### config.mk
export PLATFORM = sky130hd
export DESIGN_NAME = mc_processor
export DESIGN_NICKNAME = d
export VERILOG_FILES = /design/src/rtl/mc_processor_pkg.sv /design/src/rtl/mc_regfile.sv /design/src/rtl/mc_processor.sv
export SDC_FILE = /design/constraint.sdc
export NUM_CORES = 2
export LEC_CHECK = 0
export ABC_AREA = 1
export CORE_AREA = 4 4 290 292
export DETAILED_ROUTE_END_ITERATION = 6
export DIE_AREA = 0 0 294 296
export PLACE_DENSITY = 0.71
export SETUP_SLACK_MARGIN = 0.2
export SLEW_MARGIN = 25
export SYNTH_ARGS = -nofsm -noshare
export SYNTH_HDL_FRONTEND = slang
export SYNTH_SLANG_ARGS = --single-unit
### constraint.sdc
create_clock -name clk -period 14.4 [get_ports clk]
set_input_delay 4.32 -clock clk [delete_from_list [all_inputs] [get_ports clk]]
set_output_delay 4.32 -clock clk [all_outputs]
set_load 0.05 [all_outputs]
### src/rtl/mc_processor_pkg.sv
// Shared definitions for the multi-cycle processor: opcodes, FSM encoding,
// ALU control codes and instruction field positions.
package mc_processor_pkg;

    localparam logic [3:0] OP_ADD  = 4'h0;
    localparam logic [3:0] OP_SUB  = 4'h1;
    localparam logic [3:0] OP_AND  = 4'h2;
    localparam logic [3:0] OP_ORR  = 4'h3;
    localparam logic [3:0] OP_LSL  = 4'h4;
    localparam logic [3:0] OP_CMP  = 4'h5;
    localparam logic [3:0] OP_LDR  = 4'h6;
    localparam logic [3:0] OP_STR  = 4'h7;
    localparam logic [3:0] OP_BEQ  = 4'h8;
    localparam logic [3:0] OP_ADDI = 4'h9;
    localparam logic [3:0] OP_HALT = 4'hF;

    typedef enum logic [2:0] {
        ST_IDLE   = 3'd0,
        ST_FETCH  = 3'd1,
        ST_DECODE = 3'd2,
        ST_EXEC   = 3'd3,
        ST_MEM    = 3'd4,
        ST_WB     = 3'd5,
        ST_HALT   = 3'd6
    } state_e;

    localparam logic [2:0] ALU_ADD = 3'd0;
    localparam logic [2:0] ALU_SUB = 3'd1;
    localparam logic [2:0] ALU_AND = 3'd2;
    localparam logic [2:0] ALU_ORR = 3'd3;
    localparam logic [2:0] ALU_LSL = 3'd4;

    localparam int OP_MSB  = 31;
    localparam int OP_LSB  = 28;
    localparam int RD_MSB  = 27;
    localparam int RD_LSB  = 24;
    localparam int RN_MSB  = 23;
    localparam int RN_LSB  = 20;
    localparam int RM_MSB  = 19;
    localparam int RM_LSB  = 16;
    localparam int IMM_MSB = 15;
    localparam int IMM_LSB = 0;

    // Opcodes outside this set decode as NOP.
    function automatic logic op_known(input logic [3:0] op);
        return (op <= OP_ADDI) || (op == OP_HALT);
    endfunction

    function automatic logic [2:0] alu_op_of(input logic [3:0] op);
        case (op)
            OP_SUB, OP_CMP: return ALU_SUB;
            OP_AND:         return ALU_AND;
            OP_ORR:         return ALU_ORR;
            OP_LSL:         return ALU_LSL;
            default:        return ALU_ADD;
        endcase
    endfunction

endpackage

### src/rtl/mc_regfile.sv
// NREGS x DATA_W register file: two asynchronous read ports, one synchronous
// write port, asynchronous active-low clear.
module mc_regfile #(
    parameter int DATA_W = 32,
    parameter int NREGS  = 16,
    parameter int AW     = $clog2(NREGS)
) (
    input  logic              clk_i,
    input  logic              rst_ni,
    input  logic [AW-1:0]     ra1_i,
    input  logic [AW-1:0]     ra2_i,
    input  logic              we_i,
    input  logic [AW-1:0]     wa_i,
    input  logic [DATA_W-1:0] wd_i,
    output logic [DATA_W-1:0] rd1_o,
    output logic [DATA_W-1:0] rd2_o
);

    logic [DATA_W-1:0] regs_q [NREGS];

    always_ff @(posedge clk_i or negedge rst_ni) begin
        if (!rst_ni) begin
            for (int i = 0; i < NREGS; i++) regs_q[i] <= '0;
        end else if (we_i) begin
            regs_q[wa_i] <= wd_i;
        end
    end

    assign rd1_o = regs_q[ra1_i];
    assign rd2_o = regs_q[ra2_i];

endmodule

### src/rtl/mc_processor.sv
// Multi-cycle processor sharing one memory port for fetch and data access.
// Optional MC_PROCESSOR_PERF_EN adds cycle_cnt / instret performance counters.
module mc_processor
    import mc_processor_pkg::*;
#(
    parameter int DATA_W = 32,
    parameter int NREGS  = 16
) (
    input  logic              clk,
    input  logic              rst,
    output logic              mem_req,
    output logic              mem_we,
    output logic [31:0]       mem_addr,
    output logic [DATA_W-1:0] mem_wdata,
    input  logic [DATA_W-1:0] mem_rdata,
    input  logic              mem_ready,
    output logic [DATA_W-1:0] rd1,
    output logic [DATA_W-1:0] rd2,
    output logic [DATA_W-1:0] alu_result,
    output logic [DATA_W-1:0] result,
    output logic [2:0]        alu_op,
    output logic              CMPFlag,
    output logic [31:0]       PC,
    output logic [2:0]        state,
    output logic              halted
`ifdef MC_PROCESSOR_PERF_EN
    ,
    output logic [31:0]       cycle_cnt,
    output logic [31:0]       instret
`endif
);

    localparam int AW = $clog2(NREGS);

    state_e            state_q, state_d;
    logic [31:0]       pc_q, ir_q, addr_q;
    logic              cmp_q;
    logic [DATA_W-1:0] result_q, alu_b, imm_sx;
    logic [3:0]        op, rd_f, rn_f, rm_f, ra2_f;
    logic [15:0]       imm16;

    assign op     = ir_q[OP_MSB:OP_LSB];
    assign rd_f   = ir_q[RD_MSB:RD_LSB];
    assign rn_f   = ir_q[RN_MSB:RN_LSB];
    assign rm_f   = ir_q[RM_MSB:RM_LSB];
    assign imm16  = ir_q[IMM_MSB:IMM_LSB];
    assign imm_sx = {{(DATA_W-16){imm16[15]}}, imm16};
    // STR needs the store data (rd) on the second read port.
    assign ra2_f  = (op == OP_STR) ? rd_f : rm_f;

    mc_regfile #(.DATA_W(DATA_W), .NREGS(NREGS), .AW(AW)) u_regfile (
        .clk_i  (clk),
        .rst_ni (rst),
        .ra1_i  (rn_f[AW-1:0]),
        .ra2_i  (ra2_f[AW-1:0]),
        .we_i   (state_q == ST_WB),
        .wa_i   (rd_f[AW-1:0]),
        .wd_i   (result_q),
        .rd1_o  (rd1),
        .rd2_o  (rd2)
    );

    assign alu_op = alu_op_of(op);
    assign alu_b  = (op == OP_ADDI || op == OP_LDR || op == OP_STR) ? imm_sx : rd2;

    always_comb begin
        alu_result = '0;
        case (alu_op)
            ALU_ADD: alu_result = rd1 + alu_b;
            ALU_SUB: alu_result = rd1 - alu_b;
            ALU_AND: alu_result = rd1 & alu_b;
            ALU_ORR: alu_result = rd1 | alu_b;
            ALU_LSL: alu_result = rd1 << imm16[4:0];
            default: alu_result = '0;
        endcase
    end

    always_ff @(posedge clk or negedge rst) begin
        if (!rst) state_q <= ST_IDLE;
        else      state_q <= state_d;
    end

    always_comb begin
        state_d = state_q;
        case (state_q)
            ST_IDLE:   state_d = ST_FETCH;
            ST_FETCH:  if (mem_ready) state_d = ST_DECODE;
            ST_DECODE: begin
                if (op == OP_HALT)     state_d = ST_HALT;
                else if (!op_known(op)) state_d = ST_FETCH;
                else                   state_d = ST_EXEC;
            end
            ST_EXEC: begin
                case (op)
                    OP_CMP, OP_BEQ: state_d = ST_FETCH;
                    OP_LDR, OP_STR: state_d = ST_MEM;
                    default:        state_d = ST_WB;
                endcase
            end
            ST_MEM:    if (mem_ready) state_d = (op == OP_STR) ? ST_FETCH : ST_WB;
            ST_WB:     state_d = ST_FETCH;
            ST_HALT:   state_d = ST_HALT;
            default:   state_d = ST_IDLE;
        endcase
    end

    always_comb begin
        mem_req   = 1'b0;
        mem_we    = 1'b0;
        mem_addr  = '0;
        mem_wdata = '0;
        halted    = 1'b0;
        case (state_q)
            ST_FETCH: begin
                mem_req  = 1'b1;
                mem_addr = pc_q;
            end
            ST_MEM: begin
                mem_req  = 1'b1;
                mem_addr = addr_q;
                if (op == OP_STR) begin
                    mem_we    = 1'b1;
                    mem_wdata = rd2;
                end
            end
            ST_HALT: halted = 1'b1;
            default: ;
        endcase
    end

    always_ff @(posedge clk or negedge rst) begin
        if (!rst) begin
            pc_q     <= '0;
            ir_q     <= '0;
            addr_q   <= '0;
            cmp_q    <= 1'b0;
            result_q <= '0;
        end else begin
            case (state_q)
                ST_FETCH:  if (mem_ready) ir_q <= mem_rdata[31:0];
                ST_DECODE: pc_q <= pc_q + 32'd4;
                ST_EXEC: begin
                    case (op)
                        OP_CMP:         cmp_q <= (rd1 == rd2);
                        OP_BEQ:         if (cmp_q) pc_q <= pc_q + {{14{imm16[15]}}, imm16, 2'b00};
                        OP_LDR, OP_STR: addr_q <= alu_result[31:0];
                        default:        result_q <= alu_result;
                    endcase
                end
                ST_MEM:    if (mem_ready && op == OP_LDR) result_q <= mem_rdata;
                default: ;
            endcase
        end
    end

    assign result  = result_q;
    assign CMPFlag = cmp_q;
    assign PC      = pc_q;
    assign state   = state_q;

`ifdef MC_PROCESSOR_PERF_EN
    logic [31:0] cycle_q, instret_q;

    always_ff @(posedge clk or negedge rst) begin
        if (!rst) begin
            cycle_q   <= '0;
            instret_q <= '0;
        end else begin
            if (state_q != ST_IDLE && state_q != ST_HALT) cycle_q <= cycle_q + 32'd1;
            if (state_d == ST_FETCH && state_q != ST_FETCH && state_q != ST_IDLE)
                instret_q <= instret_q + 32'd1;
        end
    end

    assign cycle_cnt = cycle_q;
    assign instret   = instret_q;
`endif

endmodule
# == Word-level counts from Yosys, hierarchy flattened ==
# Cells that the tools add are included.
# word_totals
regBits,644
elab_cells,118
# classes
addsub,4
order_cmp,5
eq_ne,27
shift,1
mux,33
bitwise,5
reduce_logical,21
# op_table
op,n
512-bit bitwise mux,1
32-bit two-way mux,12
32-bit binary-select mux with 4-bit select,2
32-bit one-hot mux with 2 select lines,3
32-bit one-hot mux with 5 select lines,1
32-bit demux with 4-bit select,1
32-bit adder,2
32-bit by 3-bit adder with 32-bit output (second input constant),1
32-bit bitwise AND,1
32-bit equality test,1
32-bit OR,1
32-bit by 5-bit left shift with 32-bit output,1
32-bit subtractor,1
3-bit one-hot mux with 6 select lines,1
4-bit by 3-bit equality test with 1-bit output (second input constant),4
5-bit greater-or-equal comparator (second input constant),3
4-bit NOT with 5-bit output,3
3-bit by 2-bit equality test with 1-bit output (second input constant),4
3-bit equality test (second input constant),4
4-bit equality test (second input constant),3
3-bit two-way mux,4
2-bit inequality test (second input constant),6
3-bit one-hot mux with 4 select lines,1
2-bit OR reduction,5
16 further kinds,30

# == Depth between registers and ports, before layout ==
# logic_depth
depth_word,11
ltp_mapped,41
mapped_depth_nobuf,38

# == Cells and area by module ==
# From an unflattened synthesis, not the netlist that was laid out.
# unflattened
hier_cells,6653
area_unflattened_um2,43050.0
# modules_own_cells
mod,instances,cells_each,area_per_inst_um2,seq_area_each_um2
mc_regfile,1,4412,29554.6,12812.3
mc_processor,1,2241,13495.4,3253.1

# == Worst setup path before layout ==
# OpenSTA, ideal clock, no wires.
# synth_path
path_kind,reg2out
from,register ir_q[31]
to,output port alu_result[17]
t_arrival_ns,4.984
slack_ns,5.096
stages_incl_launch_ff,27
path_cell_list,dfrtp_1 > nor2_4 > nand2_4 > buf_6 > o21ai_2 > buf_4 > buf_2 > nand2_1 > nand3_1 > nand3_1 > nand3_1 > nand2_1 > ha_1 > or2_2 > xnor2_1 > ha_1 > a21oi_1 > nand2_1 > a21oi_1 > o21ai_0 > a21boi_0 > o21bai_1 > a21oi_1 > o21ai_0 > or2_2 > a21oi_1 > o21ai_0
# synth_between
elab_chain_cells,9
elab_cells_between_ends,28
classes_between,add/sub: 2; eq/ne: 12; mux: 7; bitwise: 3; reduce/logical: 4
# synth_rtl
item,line,rtl
from (decl),mc_processor.sv:36,"logic [31:0] pc_q, ir_q, addr_q;"
from (signal assigned),mc_processor.sv:140,ST_FETCH: if (mem_ready) ir_q <= mem_rdata[31:0];
4-bit by 3-bit equality test with 1-bit output,"mc_processor.sv:49, mc_processor.sv:64",
4-bit two-way mux,mc_processor.sv:49,assign ra2_f = (op == OP_STR) ? rd_f : rm_f;
4-bit NOT with 5-bit output (not written as such),mc_regfile.sv:30,assign rd2_o = regs_q[ra2_i];
32-bit binary-select mux with 4-bit select,mc_regfile.sv:30,
32-bit two-way mux (not written as such) (2 in series),mc_regfile.sv:30,
32-bit two-way mux,mc_processor.sv:64,assign alu_b = (op == OP_ADDI || op == OP_LDR || op == OP_STR) ? imm_sx : rd2;
"32-bit subtractor, or another cell as far along",mc_processor.sv:70,ALU_SUB: alu_result = rd1 - alu_b;
32-bit one-hot mux with 5 select lines *,mc_processor.sv:68,case (alu_op)
to (decl),mc_processor.sv:19,"output logic [DATA_W-1:0] alu_result,"
# Mark *: on every way between the ends. The rest lies on a longest branch, timed or not. The select of a mux whose other input is x is not followed.

# == Worst setup path in the final report ==
# layout_path
from,register ir_q[28]
to,output port alu_result[31]
# Same word-level chain as after synthesis.

==> results.md <==
- Post-CTS repair changed the size of 0 cells.
- The buffer cell driving the clock tree root is sky130_fd_sc_hd__clkbuf_16.
- 0 antenna diodes ended up in the layout.
- In the layout the commonest cells are sky130_fd_sc_hd__nand2_1, sky130_fd_sc_hd__o21ai_0, sky130_fd_sc_hd__inv_1.
- The pin count of the biggest net entering global routing is 183.
- The first detailed-routing pass ran for 6 iterations.
- TritonCTS built the clock tree.
- In this run the biggest area consumer among cell types represents 38.07% of the synthesized area.
- The effective utilization at floorplan is 51.72%.
- Relative to the synthesized area, the layout overhead comes to 12.42%.
- The clock transition time at the flip-flop clock pins of the worst setup and hold paths is 0.06 ns.
- For the worst setup path, the data required time is 10.08 ns.
- The total CTS buffers is 75.
- For this run, asynchronously set or reset flops after synthesis account for 100.0%.
- The synthesized netlist devotes 26.28% of its cell area to simple gates.
- In the routed design, unresolved DRC markers number 0.
- The worst-case headroom to the max-slew limit is 30.69%.
- Of the synthesized area, sequential elements account for 38.07%.
- The fraction of final layout cells sized beyond drive strength 1 is 5.341%.
- In the final routed layout, each cell accounts on average for 23.50 um.
- The final wirelength is 171.2 mm.
- The number of instances in the synthesized netlist is 6169.
- The initial antenna violation count is 4.
- The slowest stage of the critical path belongs to the cell sky130_fd_sc_hd__clkdlybuf4s50_1.
- The number of H-tree levels is 3.
- The worst path in the final design needs a cycle of 12.98 ns, including I/O delays and setup.
- The post-DP HPWL is 112.9 mm.
- Counting cells, the worst reg-to-reg path comes to 30.
- The dominant combinational cell family by area after synthesis is simple AND/OR/NAND/NOR gates.
- The hold-fix buffer count after cts is 0.
- In this run the worst hold path is classified as flop to flop.
- Data arrives at the worst endpoint at 8.66 ns.
- The flow ran to the end, and the final reports show no timing, DRC or antenna violations.
- Counting the fill cells in the layout gives 7815.
- Buffers added to address setup during post-CTS repair amount to 0.
- The xor and xnor fraction of the mapped netlist area is 1.515%.
- The floorplan core area is 81580 um^2.
- The number of DRC markers after the initial detailed-route iteration is 5672.
- STA classifies the critical path startpoint as a flop.
- For this run the aggregate overflow at the end of global routing stands at 0.
- The number of buffers on the longest clock path is 3.
- In the synthesized netlist the dominant register cell turns out to be sky130_fd_sc_hd__dfrtp_1.
- Timing would allow up to 77.05 MHz.
- The mapped netlist covers 42190 um^2.
- For this design the top-level I/O count stands at 269.
- For the final database, setup skew stands at 0.01769 ns.
- The clock network latency to the later pin of the worst-skew pair is 0.64 ns.
- The number of max-slew violations in the final report is 0.
- For this run, the slowest stage of the critical path takes 0.81 ns.
- The count of final hold-check violations was 0.
- Registers take 16070 um^2.
- The average size of a mapped cell is 6.840 um^2.
- The clock sink count is 642.
- In the routed layout, each cell is associated on average with a via count of 5.987.
- In this run the horizontal extent of the chip is 294 um.
- The worst hold path stage count is 2.
- The commonest non-fill, non-tap cell in the layout is sky130_fd_sc_hd__nand2_1.
- Summing all multi-input logic gate instances after layout gives 21380 um^2.
- The total number of nets in the final design is 6267.
- The yosys synthesis warning count is 0.
- The placer congestion estimate is 1.040.
- For the pin with the worst max-slew slack, the measured transition is 1.030 ns.
- The register bit total from synthesis is 642.
- The number of global-route vias before repair is 40400.
- The overall routing resource usage is 38.59%.
- Ranked by total cell area, the synthesized netlist is headed by sky130_fd_sc_hd__dfrtp_1, sky130_fd_sc_hd__nand2_1, sky130_fd_sc_hd__o21ai_0.
- The class of the most critical setup path is flop to output port.
- The maximum net fanout on the critical path is 65.
- The count of cell types in the netlist is 57.
- The leading area contributor after synthesis is sky130_fd_sc_hd__dfrtp_1.
- The floorplan die area is 87020 um^2.
- STA classifies the critical path endpoint as an output port.
- Setup violations remaining at the end of the flow were counted as 0.
- The wire length of the first global-routing pass is 255.6 mm.
- The synthesized netlist devotes 20.11% of its cell area to compound gates.
- For the final routed database, the setup TNS stands at 0 ns.
- The most numerous cell type found on the critical path is sky130_fd_sc_hd__nand2_1.
- Of the total synthesized cell area, the portion taken by full adders, half adders and majority gates is 2.141%.
- In this run the core area contains 105 standard-cell rows.
- The via count is 43620.
- Measured against the total synthesized area, the mux share comes to 0.2876%.
- The number of nets with antenna violations after detailed routing is 0.
- The die boundary height is 296 um.
- Setup repair after global routing left no endpoint under its margin.
- The ratio of final minimum period to clock period is 90.13%.
- Across the run, the number of max-cap violations was 0.
- In this run the tool buffered the top-level ports with 266 buffer cells.
- The synthesized design contains 0 enable-type register cells.
-- kinds of logic after synthesis --
logic type	after synthesis
AND/OR/NAND/NOR	2618
AO/OA/AOI/OAI	1569
buffers and inverters	1183
flip-flops	642
XOR/XNOR	73
adder cells (fa/ha/maj)	71
multiplexers	12
other	1
-- path summary, 6_finish.rpt --
path                                              end             startpoint  slack [ns]
min in group asynchronous       u_regfile.regs_q[106]                    rst        3.77
worst min-delay path            u_regfile.regs_q[316]  u_regfile.regs_q[316]        0.48
worst max-delay path                   alu_result[31]               ir_q[28]        1.42
worst min register to register  u_regfile.regs_q[316]  u_regfile.regs_q[316]        0.48
worst max register to register             result[28]               ir_q[28]        6.14
max in group asynchronous                  addr_q[25]                    rst        8.44
-- stage by stage --
step                      hold slack (ns)  cell area, um^2  cells  setup WS [ns]  util [%]
after floorplan                    0.4495            42200   6170          5.096         -
after global placement             0.4662            44960   7154          2.454     55.10
after detailed placement           0.4726            44960   7154          2.513     55.11
after CTS                          0.4867            47430   7286          1.807     58.14
after global routing               0.5004            47430   7286          1.215     58.14
final                              0.4821            47430   7286          1.422     58.14
-- critical path, delay by kind of cell (launching register included) --
family | cells | cell delay [ns]
simple gates | 21 | 3.28
buf+inv | 6 | 2.65
compound gates | 5 | 0.66
flops | 1 | 0.54
fa+ha+maj | 1 | 0.43
xor+xnor | 1 | 0.24
-- synth_stat cells (4+ instances only) --
cell	number
sky130_fd_sc_hd__buf_2	78
sky130_fd_sc_hd__o211ai_1	150
sky130_fd_sc_hd__inv_1	738
sky130_fd_sc_hd__o221ai_1	10
sky130_fd_sc_hd__nand2_2	41
sky130_fd_sc_hd__nand3_1	661
sky130_fd_sc_hd__nor2_1	183
sky130_fd_sc_hd__inv_2	12
sky130_fd_sc_hd__buf_6	32
sky130_fd_sc_hd__o21a_1	4
sky130_fd_sc_hd__buf_4	28
sky130_fd_sc_hd__a31oi_1	14
sky130_fd_sc_hd__dfrtp_1	642
sky130_fd_sc_hd__a21oi_1	308
sky130_fd_sc_hd__clkbuf_1	261
sky130_fd_sc_hd__o21ai_0	1006
sky130_fd_sc_hd__or2_1	4
sky130_fd_sc_hd__a22o_1	4
sky130_fd_sc_hd__o21ai_2	5
sky130_fd_sc_hd__xor2_1	50
sky130_fd_sc_hd__a21o_1	8
sky130_fd_sc_hd__nand4_1	25
sky130_fd_sc_hd__a21boi_0	6
sky130_fd_sc_hd__o22ai_1	7
sky130_fd_sc_hd__xnor2_1	23
sky130_fd_sc_hd__nand3_2	14
sky130_fd_sc_hd__or2_2	17
sky130_fd_sc_hd__o21ai_1	17
sky130_fd_sc_hd__nand2_1	1629
sky130_fd_sc_hd__ha_1	69
sky130_fd_sc_hd__nor2_2	11
sky130_fd_sc_hd__buf_1	33
sky130_fd_sc_hd__o2111ai_1	9
sky130_fd_sc_hd__nor4_1	4
sky130_fd_sc_hd__nand3b_1	4
sky130_fd_sc_hd__nor3_1	17
sky130_fd_sc_hd__mux2i_1	11
-- sequential cells by signal (all words and copies together), names as in the netlist --
signal            count
state                 3
addr_q               32
CMPFlag               1
ir_q                 32
u_regfile.regs_q    512
result               32
PC                   30
-- layout make-up --
class	count	area share, %
multi-input combinational	4345	45.08
sequential	642	33.89
clock inverter	21	0.5460
clock buffer	111	4.666
timing repair buffer	346	7.048
inverter	751	5.953
tap	1070	2.822
-- layer usage --
layer / wire [um] / share of wire (%) / track usage, %
met5: 21 / 0.012 / 0
met4: 12040 / 7.0 / 22.75
met3: 18850 / 11 / 9.189
met2: 72840 / 43 / 57.57
met1: 67460 / 39 / 51.42
Power is left out: the tool's default activity adds up to more than one toggle a clock period on the data nets, which glitch-free logic cannot reach.
==> edit (config.mk and constraints unchanged) <==
Put one more register stage on the output `CMPFlag`. The value now appears one clock later. The other outputs are not delayed to match.
--- a/src/rtl/mc_processor.sv
+++ b/src/rtl/mc_processor.sv
@@ -154,7 +154,9 @@
     end
 
     assign result  = result_q;
-    assign CMPFlag = cmp_q;
+    always_ff @(posedge clk) begin
+        CMPFlag <= cmp_q;
+    end
     assign PC      = pc_q;
     assign state   = state_q;
 
Formal check against the unedited RTL: same outputs for any inputs over 4 cycles, from zero or initial values and one cycle with rst low; that may be too few to reach the edited logic, so the function may still have changed.
==> edit against the original RTL <==
  * Register-to-register slack better by 0.27 ns
  * Hold slack worse by 0.0014 ns
  * Sequential cell count is 1 higher
  * Worst setup slack worse by 0.35 ns
  * First-iteration DRC count is 3.3% lower
  * Wire length is 2.5% higher
  * Synthesized cell count hardly changed
  * Design area is 0.36% higher
  * Area after synthesis is 0.61% higher
Power is left out: the tool's default activity adds up to more than one toggle a clock period on the data nets, which glitch-free logic cannot reach.
==> edit: results <==
set metrics [dict create \
    detail_route.wl_per_cell_um 24.09 \
    dr_wl_met3_mm 18.04 \
    grt_pass1_wl_mm 260.8 \
    cts_made_buffers 74 \
    multi_input_gates 4340 \
    drive_gt1_share_pct 5.718 \
    place_area_um2 45100 \
    grt_usage_pct 39.61 \
    clock_buffers 104 \
    grt_pass1_vias 41289 \
    n_fill_cell 7749 \
    gp_congestion 1.078 \
    synth-adder-area-share_pct 2.128 \
    signal_buffers 337 \
    hold_start "u_regfile.regs_q[371]" \
    slew_headroom_pct 26.27 \
    ff2ff_setup_slack_ns 6.41 \
    post-dp-hpwl_mm 116.9 \
    use_met2_pct 58.81 \
    gr-usage-met1_pct 52.70 \
    yosys-top-cells-count "1,613 x nand2_1, 1,008 x o21ai_0, 737 x inv_1" \
    antenna_cells 2 \
    nNonClkInverters 757 \
    yosys-top-cells-area "dfrtp_1 38%, nand2_1 14%, o21ai_0 12%, nand3_1 7.6%, inv_1 6.5%" \
    final-clk-cell-share_pct 5.238 \
    synth_top_area_share_pct 37.84 \
    cp-endpoint "alu_result[29]" \
    status "finished clean" \
    seq_share_pct 33.81 \
    synth_mux_area_share_pct 0.2829 \
    routed-via-count 43718 \
    cp_max_fo 127 \
    slowest_delay_ns 0.89 \
]
==> edit: metrics by stage <==
step           cells  setup slack (ns)  hold slack, ns  utilization, %
2_1_floorplan   6168             4.897          0.3618               -
3_3_place_gp    7147             2.012          0.4637           55.27
3_5_place_dp    7147             2.063          0.4724           55.27
4_1_cts         7278             1.329          0.4861           58.33
5_1_grt         7279            0.6599          0.4988           58.35
6_report        7280             1.070          0.4807           58.35
==> edit: cells by family (layout without fill, tap and decap cells) <==
group	Yosys count	after routing
DFF	643	643
other	1	4
and+or+nand+nor	2613	2613
xor gates and xnor gates	73	73
buffers and inverters	1185	1225
AOI/OAI and AO/OA	1569	1569
muxes	12	12
adders and majority gates	71	71
==> edit: worst reg2reg max path, delay by kind of cell, from the launching register on <==
kind / cells / cell delay, ns
xor+xnor: 1 / 0.20
buf+inv: 2 / 0.98
fa+ha+maj: 1 / 0.46
flops: 1 / 0.48
simple gates: 23 / 5.06
compound gates: 3 / 0.67
